File: config.mk
export PLATFORM = sky130hd
export DESIGN_NAME = exception_ctrl
export DESIGN_NICKNAME = d
export VERILOG_FILES = /design/src/rtl/exc_pkg.sv /design/src/rtl/irq_sync.sv /design/src/rtl/exception_ctrl.sv
export SDC_FILE = /design/constraint.sdc
export NUM_CORES = 1
export LEC_CHECK = 0
export CORE_MARGIN = 5
export CORE_UTILIZATION = 40
export DETAILED_ROUTE_END_ITERATION = 8
export PLACE_DENSITY = 0.78
export SYNTH_ARGS = -nofsm -noshare
export SYNTH_HDL_FRONTEND = slang
export SYNTH_SLANG_ARGS = --single-unit
File: constraint.sdc
create_clock -name clk -period 2.85 [get_ports clk]
set_clock_uncertainty 0.2 [all_clocks]
set_input_delay 0.57 -clock clk [delete_from_list [all_inputs] [get_ports clk]]
set_output_delay 0.57 -clock clk [all_outputs]
set_load 0.05 [all_outputs]
File: src/rtl/exc_pkg.sv
// Shared types and constants for the LEGv8 exception/interrupt sequencer.
// Holds the state encoding, one-hot syndrome codes and default vector addresses.
package exc_pkg;

    typedef enum logic [1:0] {
        ST_RUN     = 2'd0,
        ST_HANDLER = 2'd1,
        ST_FATAL   = 2'd2
    } exc_state_t;

    localparam logic [3:0] ESR_IRQ     = 4'b0001;
    localparam logic [3:0] ESR_INVOP   = 4'b0010;
    localparam logic [3:0] ESR_BADERET = 4'b0100;
    localparam logic [3:0] ESR_NESTED  = 4'b1000;

    localparam logic [63:0] DEF_VECTOR_ADDR = 64'hD8;
    localparam logic [63:0] DEF_FATAL_ADDR  = 64'h1F0;

endpackage

File: src/rtl/irq_sync.sv
// Two-flop synchronizer for the asynchronous external interrupt line,
// followed by a rising-edge detector that emits a one-cycle pulse.
module irq_sync (
    input  logic i_clk,
    input  logic i_rst_n,
    input  logic i_irq,
    output logic o_pulse
);

    logic r_sync1;
    logic r_sync2;
    logic r_prev;

    always_ff @(posedge i_clk or negedge i_rst_n) begin
        if (!i_rst_n) begin
            r_sync1 <= 1'b0;
            r_sync2 <= 1'b0;
            r_prev  <= 1'b0;
        end else begin
            r_sync1 <= i_irq;
            r_sync2 <= r_sync1;
            r_prev  <= r_sync2;
        end
    end

    assign o_pulse = r_sync2 & ~r_prev;

endmodule

File: src/rtl/exception_ctrl.sv
// Exception/interrupt sequencer: redirects fetch to the vector on invalid opcode
// or IRQ, records return address and syndrome, and returns on ERET.
module exception_ctrl
    import exc_pkg::*;
#(
    parameter int            N           = 64,
    parameter logic [N-1:0]  VECTOR_ADDR = DEF_VECTOR_ADDR[N-1:0],
    parameter logic [N-1:0]  FATAL_ADDR  = DEF_FATAL_ADDR[N-1:0]
) (
    input  logic         clk,
    input  logic         reset,
    input  logic [N-1:0] PC_F,
    input  logic         ExcInvOp_D,
    input  logic         ERet_D,
    input  logic         ExtIRQ,
    output logic         EProc_F,
    output logic [N-1:0] EVAddr_F,
    output logic [N-1:0] ERR_o,
    output logic [3:0]   ESR_o,
    output logic         InHandler_o,
    output logic         Fatal_o
);

    exc_state_t   r_state;
    exc_state_t   w_state_next;
    logic [N-1:0] r_err;
    logic [N-1:0] w_err_next;
    logic [3:0]   r_esr;
    logic [3:0]   w_esr_next;
    logic         r_irq_pend;
    logic         w_take_irq;
    logic         w_irq_pulse;
    logic         w_eproc;
    logic [N-1:0] w_evaddr;
    logic [N-1:0] w_pc_plus4;

    irq_sync u_irq_sync (
        .i_clk   (clk),
        .i_rst_n (reset),
        .i_irq   (ExtIRQ),
        .o_pulse (w_irq_pulse)
    );

    assign w_pc_plus4 = PC_F + {{(N-3){1'b0}}, 3'd4};

    always_ff @(posedge clk or negedge reset) begin
        if (!reset) begin
            r_state    <= ST_RUN;
            r_err      <= '0;
            r_esr      <= '0;
            r_irq_pend <= 1'b0;
        end else begin
            r_state    <= w_state_next;
            r_err      <= w_err_next;
            r_esr      <= w_esr_next;
            // A new edge in the same cycle as the take keeps the request pending.
            r_irq_pend <= (r_irq_pend & ~w_take_irq) | w_irq_pulse;
        end
    end

    always_comb begin
        w_state_next = r_state;
        w_err_next   = r_err;
        w_esr_next   = r_esr;
        w_take_irq   = 1'b0;
        w_eproc      = 1'b0;
        w_evaddr     = VECTOR_ADDR;
        unique case (r_state)
            ST_RUN: begin
                if (ExcInvOp_D) begin
                    w_eproc      = 1'b1;
                    w_err_next   = PC_F;
                    w_esr_next   = ESR_INVOP;
                    w_state_next = ST_HANDLER;
                end else if (ERet_D) begin
                    w_eproc      = 1'b1;
                    w_err_next   = PC_F;
                    w_esr_next   = ESR_BADERET;
                    w_state_next = ST_HANDLER;
                end else if (r_irq_pend) begin
                    // The interrupted instruction completes, so return past it.
                    w_eproc      = 1'b1;
                    w_err_next   = w_pc_plus4;
                    w_esr_next   = ESR_IRQ;
                    w_take_irq   = 1'b1;
                    w_state_next = ST_HANDLER;
                end
            end
            ST_HANDLER: begin
                if (ExcInvOp_D) begin
                    w_eproc      = 1'b1;
                    w_evaddr     = FATAL_ADDR;
                    w_esr_next   = ESR_NESTED;
                    w_state_next = ST_FATAL;
                end else if (ERet_D) begin
                    w_eproc      = 1'b1;
                    w_evaddr     = r_err;
                    w_state_next = ST_RUN;
                end
            end
            ST_FATAL: begin
                w_eproc  = 1'b1;
                w_evaddr = FATAL_ADDR;
            end
            default: begin
                w_state_next = ST_RUN;
            end
        endcase
    end

    // Reset must silence the redirect even while decode flags are still high.
    assign EProc_F     = w_eproc & reset;
    assign EVAddr_F    = EProc_F ? w_evaddr : VECTOR_ADDR;
    assign ERR_o       = r_err;
    assign ESR_o       = r_esr;
    assign InHandler_o = (r_state == ST_HANDLER);
    assign Fatal_o     = (r_state == ST_FATAL);

endmodule

# [After elaboration in Yosys (flattened, before gate mapping)]
# Cells that the tools add are included.
[word_totals] register_bits=74 inputBits=69 output_inout_bits=135 word_cells=53
[op_classes] add_sub_neg=1 eq_ne=5 mux=27 bitwise=7 n_reduce_logical=6
[ops] cell="2-to-1 mux 64 bit" count=6
[ops] cell="one-hot mux 64 bit (2 select lines)" count=1
[ops] cell="adder 64 x 3 -> 64 bit, second input constant" count=1
[ops] cell="2-to-1 mux 4 bit" count=4
[ops] cell="2-to-1 mux 2 bit" count=5
[ops] cell="2-to-1 mux 1 bit" count=8
[ops] cell="one-hot mux 4 bit (2 select lines)" count=1
[ops] cell="one-hot mux 2 bit (3 select lines)" count=1
[ops] cell="AND reduction 3 bit" count=2
[ops] cell="inequality test 4 bit, second input constant" count=1
[ops] cell="bitwise AND 1 bit" count=3
[ops] cell="inequality test 3 bit, second input constant" count=1
[ops] cell="NOT 1 bit" count=3
[ops] cell="one-hot mux 1 bit (3 select lines)" count=1
[ops] cell="nonzero test 3 bit" count=1
[ops] cell="equality test 2 x 1 -> 1 bit, second input constant" count=1
[ops] cell="equality test 2 bit, second input constant" count=1
[ops] cell="logical NOT 2 bit" count=1
[ops] cell="inequality test 2 bit, second input constant" count=1
[ops] cell="AND reduction 2 bit" count=1
[ops] cell="nonzero test 2 bit" count=1
[ops] cell="bitwise OR 1 bit" count=1

# [Longest topological paths before layout]
# Gate-level depths: netlist of run 1.
[depth] word_depth=7 ltp_mapped=9

# [Hierarchy]
# From an unflattened synthesis of run 1, not the netlist that was laid out.
[hier_totals] hier_cells=556 area_unflattened_um2=4620.7
[by_module_without_submodules] mod="exception_ctrl" instances=1 cells_per_inst=552 area_per_inst_um2=4531.8
[by_module_without_submodules] mod="irq_sync" instances=1 cells_per_inst=4 area_per_inst_um2=88.8

# [Worst setup path before layout of run 1]
# Ideal clock, no wire load.
[synth_timing] kind="reg2out" from="register r_state[1]" to="output port EVAddr_F[43]" arrival_time_ns=2.971 path_slack_ns=-0.891 path_stages_with_launch=10 path_buffers=2 path_cell_list="dfrtp_1 inv_1 ha_1 nor2b_1 o311a_1 nand2_1 nor3_1 clkbuf_1 clkbuf_1 and2_1"
[synth_via] elab_chain_len=4 word_cells_on_any_way=7
[synth_lines] item="from (decl)" line_no="exception_ctrl.sv:24" text="exc_state_t r_state;"
[synth_lines] item="from (signal assigned)" line_no="exception_ctrl.sv:53" text="r_state <= w_state_next;"
[synth_lines] item="equality test 2 x 1 -> 1 bit"
[synth_lines] item="via InHandler_o" line_no="exception_ctrl.sv:20" text="output logic InHandler_o,"
[synth_lines] item="one-hot mux 1 bit (3 select lines)" line_no="exception_ctrl.sv:68" text="unique case (r_state)"
[synth_lines] item="bitwise AND 1 bit" line_no="exception_ctrl.sv:112" text="assign EProc_F = w_eproc & reset;"
[synth_lines] item="via EProc_F" line_no="exception_ctrl.sv:16" text="output logic EProc_F,"
[synth_lines] item="2-to-1 mux 64 bit" line_no="exception_ctrl.sv:113" text="assign EVAddr_F = EProc_F ? w_evaddr : VECTOR_ADDR;"
[synth_lines] item="to (decl)" line_no="exception_ctrl.sv:17" text="output logic [N-1:0] EVAddr_F,"
# The timed path passes the listed nets, and every way through them passes these cells.

# [Worst setup path after layout of run 1]
[layout_timing] from="register r_state[0]" to="output port EVAddr_F[34]"
[layout_via] elab_chain_len=4 word_cells_on_any_way=7
[layout_lines] item="equality test 2 bit, or another cell as far along" line_no="exception_ctrl.sv:68"
[layout_lines] item="one-hot mux 1 bit (3 select lines)" line_no="exception_ctrl.sv:68"
[layout_lines] item="bitwise AND 1 bit" line_no="exception_ctrl.sv:112"
[layout_lines] item="2-to-1 mux 64 bit (*)" line_no="exception_ctrl.sv:113"
# Mark *: on every way between the ends. The rest lies on a longest branch, timed or not.

==> impl_metrics.json, run 1 <==
{
  "synth_area_leader_cell": "dfrtp_1",
  "synth_area_leaders": "dfrtp_1 37%, and2_1 8.6%, nand2_1 7.1%",
  "synth.avg_cell_area_um2": 8.13,
  "final_antenna_net_count": 0,
  "first_iter_violations": 553,
  "whs_ns": 0.158,
  "critical_path.max_stage_delay_ns": 0.44,
  "yosysTopAreaCellShare": 0.371,
  "io-pin-count": 204,
  "grt_max_degree": 72,
  "grt_overflow_total": 0,
  "setup_viol_count_final": 58,
  "path_clk_slew_ns": 0.06,
  "htree_levels": 3,
  "violations": "negative setup slack",
  "rsz0062_at_grt": "true",
  "final_common_cell": "buf_4",
  "wl_per_cell_um": 19.4,
  "dp_hpwl_mm": 16.0,
  "synth_edf_count": 0,
  "utilization": 0.786,
  "netlist_instances": 615,
  "mostFrequentLayoutCells": "134 x buf_4, 133 x clkdlybuf4s50_1, 93 x nand2_1, 73 x dfrtp_1, 70 x buf_12",
  "std_cell_rows": 40,
  "cts_inserted_buffers": 9,
  "synth.yosys.seq_area_share": 0.371,
  "synth_area_um2": 5000,
  "dieArea_um2": 14800,
  "drv_slew": 0,
  "drive_above_1_share": 0.333,
  "critPathMaxFanout": 6,
  "fin_setup_tns_ns": -3.64,
  "syn_nets": 689,
  "floorplan.initialDensity": 0.413,
  "nNetsFinal": 1008,
  "p_leak_uw": 0.00395,
  "ys_types": 50,
  "yosys_warnings": 0,
  "synth_seq_cells": 74,
  "end_kind": "output port",
  "grt_pass1_vias": 6344,
  "critPathSlowestCell": "dfrtp_2",
  "cts_buffer_depth": 2,
  "ys.flop_type": "dfrtp_1",
  "coreArea_um2": 12100,
  "vias": 6149,
  "worstSetupStartpointType": "flop",
  "drc": 0,
  "firstDrtPassIters": 5,
  "worstSkewPairLatency_ns": 0.34,
  "required_ns": 2.08,
  "worst_slack_ns": -0.0759,
  "pwr_density_cell_nw_per_um2": 892,
  "cpMostUsedCell": "buf_12",
  "hold_class": "reg -> reg",
  "port_buffers": 203,
  "routed_wl_mm": 21.5,
  "path_cells": "ha_4 > nor2b_4 > o311a_4 > nand2_4 > nor3_4 > buf_12 > clkbuf_16 > and2_4 > buf_12",
  "place.gp.congestion": 0.898,
  "async_flop_share": 1.00,
  "period_share": 1.03,
  "grtUsageTotal": 0.282,
  "die_y_um": 122,
  "clkSinkCount": 74,
  "path_buf_inv": 3,
  "ir_drop_v": 0.000640,
  "tightest_slew_ns": 0.957,
  "antenna_found_initial": 1,
  "max-cap-violations": 0,
  "path_class": "reg -> out",
  "min_period_ns": 2.93,
  "fmax_mhz": 342,
  "die_w_um": 122,
  "dp_slack_ns": -0.450,
  "hold_viol_final": 0,
  "arrival_ns": 2.16,
  "syn_to_final_growth_pct": 90.5,
  "clock_tree.root_cell": "clkbuf_16",
  "status": "complete, but fails checks",
  "grt_pass1_wl_mm": 33.4,
  "slew_headroom": 0.362,
  "cts_tree": "yes",
  "avgViaCountPerCell": 5.55,
  "crit_family": "simple AND/OR/NAND/NOR gates"
}
sequential cells by signal, indices dropped and copies added (netlist names):
| register | flops |
|---|---|
| ERR_o | 64 |
| u_irq_sync.r_sync1 | 1 |
| u_irq_sync.r_prev | 1 |
| r_state | 2 |
| u_irq_sync.r_sync2 | 1 |
| r_irq_pend | 1 |
| ESR_o | 4 |
layer usage:
layer	global-route usage	up-vias	wire length [um]
met5	0	-	0
met4	0.106	0	506
met3	0.0422	41	1530
met2	0.515	305	11200
met1	0.333	2974	8260
li1	-	2829	-
power breakdown:
group / total [uW] / internal, uW / switching (uW)
combinational: 5250 / 1910 / 3340
clock: 1230 / 767 / 462
sequential: 2020 / 1560 / 458
total: 8490 / 4240 / 4260
cell usage after synthesis (2+ instances only):
cell type,instances
a211o_1,3
nor3_1,10
nor4_1,17
dfrtp_1,74
and2_1,69
inv_1,13
or4_1,10
xor2_1,20
a31oi_1,10
nand3_1,26
nand2_1,94
buf_1,5
clkbuf_2,2
mux2_2,2
o211ai_1,5
nor2_1,31
a21oi_1,8
and3_1,14
nand4_1,33
o21ai_0,55
clkbuf_1,28
ha_1,5
buf_6,2
and4_1,14
xnor2_1,21
or2_2,3
nand2b_1,2
mux2i_1,7
or3_1,6
o31ai_1,6
stage by stage:
| stage | cells | instance area [um2] | power, uW |
|---|---|---|---|
| 2_1_floorplan | 615 | 5180 | 4980 |
| 3_3_place_gp | 1079 | 8940 | 6960 |
| 3_5_place_dp | 1079 | 8940 | 7090 |
| 4_1_cts | 1104 | 9450 | 8450 |
| 5_1_grt | 1108 | 9520 | 8860 |
| 6_report | 1108 | 9520 | 8490 |
cell type report:
type / instances / area [um2]
multi-input combinational: 490 / 3220
sequential: 74 / 1850
inverter: 13 / 52.6
timing repair buffer: 346 / 3870
antenna: 1 / 2.50
tap: 168 / 210
fill: 826 / 2590
clock inverter: 5 / 78.8
clock buffer: 11 / 233
worst register-to-register path: stages, from the launching register on:
cell,delay (ns)
dfrtp_1,0.40
inv_2,0.10
buf_4,0.12
ha_1,0.32
o31ai_4,0.19
buf_12,0.18
nor2_1,0.07
or4b_2,0.58
nand3_1,0.10
path summary, 6_finish.rpt:
check                                         from  slack [ns]  cells past startpoint                  to
worst max-delay path                    r_state[0]       -0.08                      9        EVAddr_F[34]
worst min-delay path            u_irq_sync.r_sync1        0.16                      0  u_irq_sync.r_sync2
worst max register to register          r_state[1]        0.54                      8           ERR_o[53]
worst min register to register  u_irq_sync.r_sync1        0.16                      0  u_irq_sync.r_sync2
max in group asynchronous                    reset        1.46                      2          r_state[0]
min in group asynchronous                    reset        0.33                      2           ERR_o[33]
kinds of logic (layout without fill, tap and decap cells):
group | count (synthesis) | after routing | synth area share
fa+ha+maj | 5 | 5 | 0.0125
mux | 9 | 9 | 0.0185
xor+xnor | 41 | 41 | 0.0719
other cells | 0 | 1 | 0
compound gates | 95 | 95 | 0.111
simple gates | 340 | 340 | 0.374
buf+inv | 51 | 375 | 0.0421
flops | 74 | 74 | 0.371
timing repair:
item                                    in CTS  in global routing
endpoints found under the hold margin        3                  0
gates cloned                                 2                  1
endpoints found under the setup margin      70                 74
pin swaps                                    6                  6
hold buffers                                 1                  0
gates resized for setup                     56                  9
setup buffers                                6                  2
(Power assumes the default switching activity.)
==> inputs of run 2 (changes only) <==
- CORE_UTILIZATION: 40 -> 45
- CTS_BUF_LIST: default -> sky130_fd_sc_hd__clkbuf_8
- PLACE_DENSITY: 0.78 -> 0.83
- clock period: 2.85 -> 2.98 ns (I/O delays scaled with it)
==> run 2 against run 1 <==
Net effect:
- the run still ends with negative setup slack left
- first-iteration DRC count rose by 4.3%
- clock power fell by 23%
- global-route usage rose by 3.3 points
- via count rose by 1.1%
- utilization rose by 6.3 points
- highest routed layer is now met5
- sequential share of layout area rose by 0.68 points
- largest power group unchanged
- count of clock-buffer cells in the layout rose by 1
- sequential power fell by 4%
==> impl_metrics.json, run 2 (synthesis gave the netlist of run 1 again) <==
{
  "status": "complete, but fails checks",
  "violations": "negative setup slack",
  "period_share": 1.01,
  "avgViaCountPerCell": 5.83,
  "antenna_found_initial": 1,
  "drv_slew": 0,
  "path_clk_slew_ns": 0.08,
  "fillCellCount": 607,
  "die_w_um": 115,
  "io-pin-count": 204,
  "final_antenna_net_count": 0,
  "rsz0062_at_grt": "true",
  "utilization": 0.849,
  "die_y_um": 115,
  "largest_reg_flops": 64,
  "final_common_cell": "clkdlybuf4s50_1",
  "min_period_ns": 3.00,
  "firstDrtPassIters": 5,
  "grt_overflow_total": 0,
  "fmax_mhz": 333,
  "drc": 0,
  "hold_class": "in -> async",
  "setup_viol_count_final": 7,
  "clkSinkCount": 74,
  "end_kind": "output port",
  "cts_buffer_depth": 2,
  "cts_inserted_buffers": 9,
  "grt_pass1_vias": 6272,
  "whs_ns": 0.119,
  "routed_wl_mm": 21.8,
  "worst_slack_ns": -0.0234,
  "htree_levels": 3,
  "path_class": "reg -> out",
  "ctsHoldBuffers": 0,
  "std_cell_rows": 38,
  "max-cap-violations": 0,
  "grt_max_degree": 42,
  "coreArea_um2": 10800,
  "worstSetupStartpointType": "flop",
  "wl_per_cell_um": 20.4,
  "worstSkewPairLatency_ns": 0.36,
  "ir_drop_v": 0.000828,
  "dp_hpwl_mm": 16.5,
  "clock_tree.root_cell": "clkbuf_8",
  "tightest_slew_ns": 0.530,
  "first_iter_violations": 577,
  "nNetsFinal": 995,
  "p_leak_uw": 0.00381,
  "port_buffers": 203,
  "vias": 6219,
  "critPathMaxFanout": 9,
  "required_ns": 2.18,
  "hold_viol_final": 0,
  "dieArea_um2": 13300,
  "grtUsageTotal": 0.315,
  "mostFrequentLayoutCells": "135 x clkdlybuf4s50_1, 125 x buf_4, 93 x nand2_1, 72 x dfrtp_1, 66 x buf_12",
  "cts_tree": "yes",
  "syn_to_final_growth_pct": 84.2,
  "slew_headroom": 0.646,
  "floorplan.initialDensity": 0.461,
  "grt_pass1_wl_mm": 32.8,
  "drive_above_1_share": 0.320,
  "place.gp.congestion": 0.950,
  "pwr_density_cell_nw_per_um2": 852,
  "arrival_ns": 2.21
}
## run 2: changes by cell type in the layout (fill, tap and decap cells not counted), sizes merged
cell           delta
clkinv            -2
buf              -14
clkbuf            +2
dlygate4sd2       -1
clkdlybuf4s50     +2
dlymetal6s2s      -1
dlygate4sd3       -1
clkdlybuf4s15     +1
clkinvlp          +1
## run 2: power by group
group	internal (uW)	switching, uW
Sequential	1490	451
Combinational	1770	3180
Clock	539	413
## run 2: cell type report
cell class	count	area, um2	area share
Sequential cell	74	1850	0.201
Inverter	13	52.6	0.00571
Timing Repair Buffer	333	3710	0.404
Antenna cell	1	2.50	0.000272
Tap cell	140	175	0.0190
Clock buffer	12	165	0.0179
Multi-Input combinational cell	490	3170	0.344
Clock inverter	4	72.6	0.00788
## run 2: path summary, 6_finish.rpt
kind                               startpoint                 end  slack, ns  cells after the start
hold reg to reg            u_irq_sync.r_sync1  u_irq_sync.r_sync2       0.15                      0
setup / recovery                   r_state[1]        EVAddr_F[28]      -0.02                     10
min in group clk           u_irq_sync.r_sync1  u_irq_sync.r_sync2       0.15                      0
hold / removal                          reset           ERR_o[59]       0.12                      2
max in group asynchronous               reset          r_irq_pend       1.49                      3
setup reg to reg                   r_state[1]           ERR_o[53]       0.67                      8
## run 2: what timing repair did
action,4_1_cts,5_1_grt
pin swaps,1,7
gates resized for setup,18,37
setup buffers,5,2
endpoints found under the setup margin,64,64
cloned,1,2
## run 2: layer usage
layer	vias up	routed length [um]	track usage
li1	2811	-	-
met2	337	11000	0.539
met1	3011	8250	0.389
met4	2	601	0.127
met5	-	13	0
met3	58	1880	0.0626
## run 2: metrics by stage
stage | setup TNS (ns) | cell area, um2 | power (uW) | worst slack (ns) | cells
2_1_floorplan | 0 | 5130 | 4750 | 0.0139 | 615
3_3_place_gp | -21.08 | 8770 | 6590 | -0.310 | 1041
3_5_place_dp | -23.65 | 8770 | 6730 | -0.348 | 1041
4_1_cts | -0.108 | 9090 | 7750 | -0.0203 | 1063
5_1_grt | -3.73 | 9200 | 8190 | -0.0954 | 1066
6_report | -0.104 | 9210 | 7840 | -0.0234 | 1067
## run 2: critical path: stages, from the launching register on
cell and delay [ns]:
dfrtp_1 0.40, inv_2 0.09, ha_4 0.15, nor2b_4 0.05, o311a_4 0.36, nand2_4 0.08
nor3_4 0.04, buf_4 0.16, buf_8 0.15, and2_2 0.21, buf_12 0.15
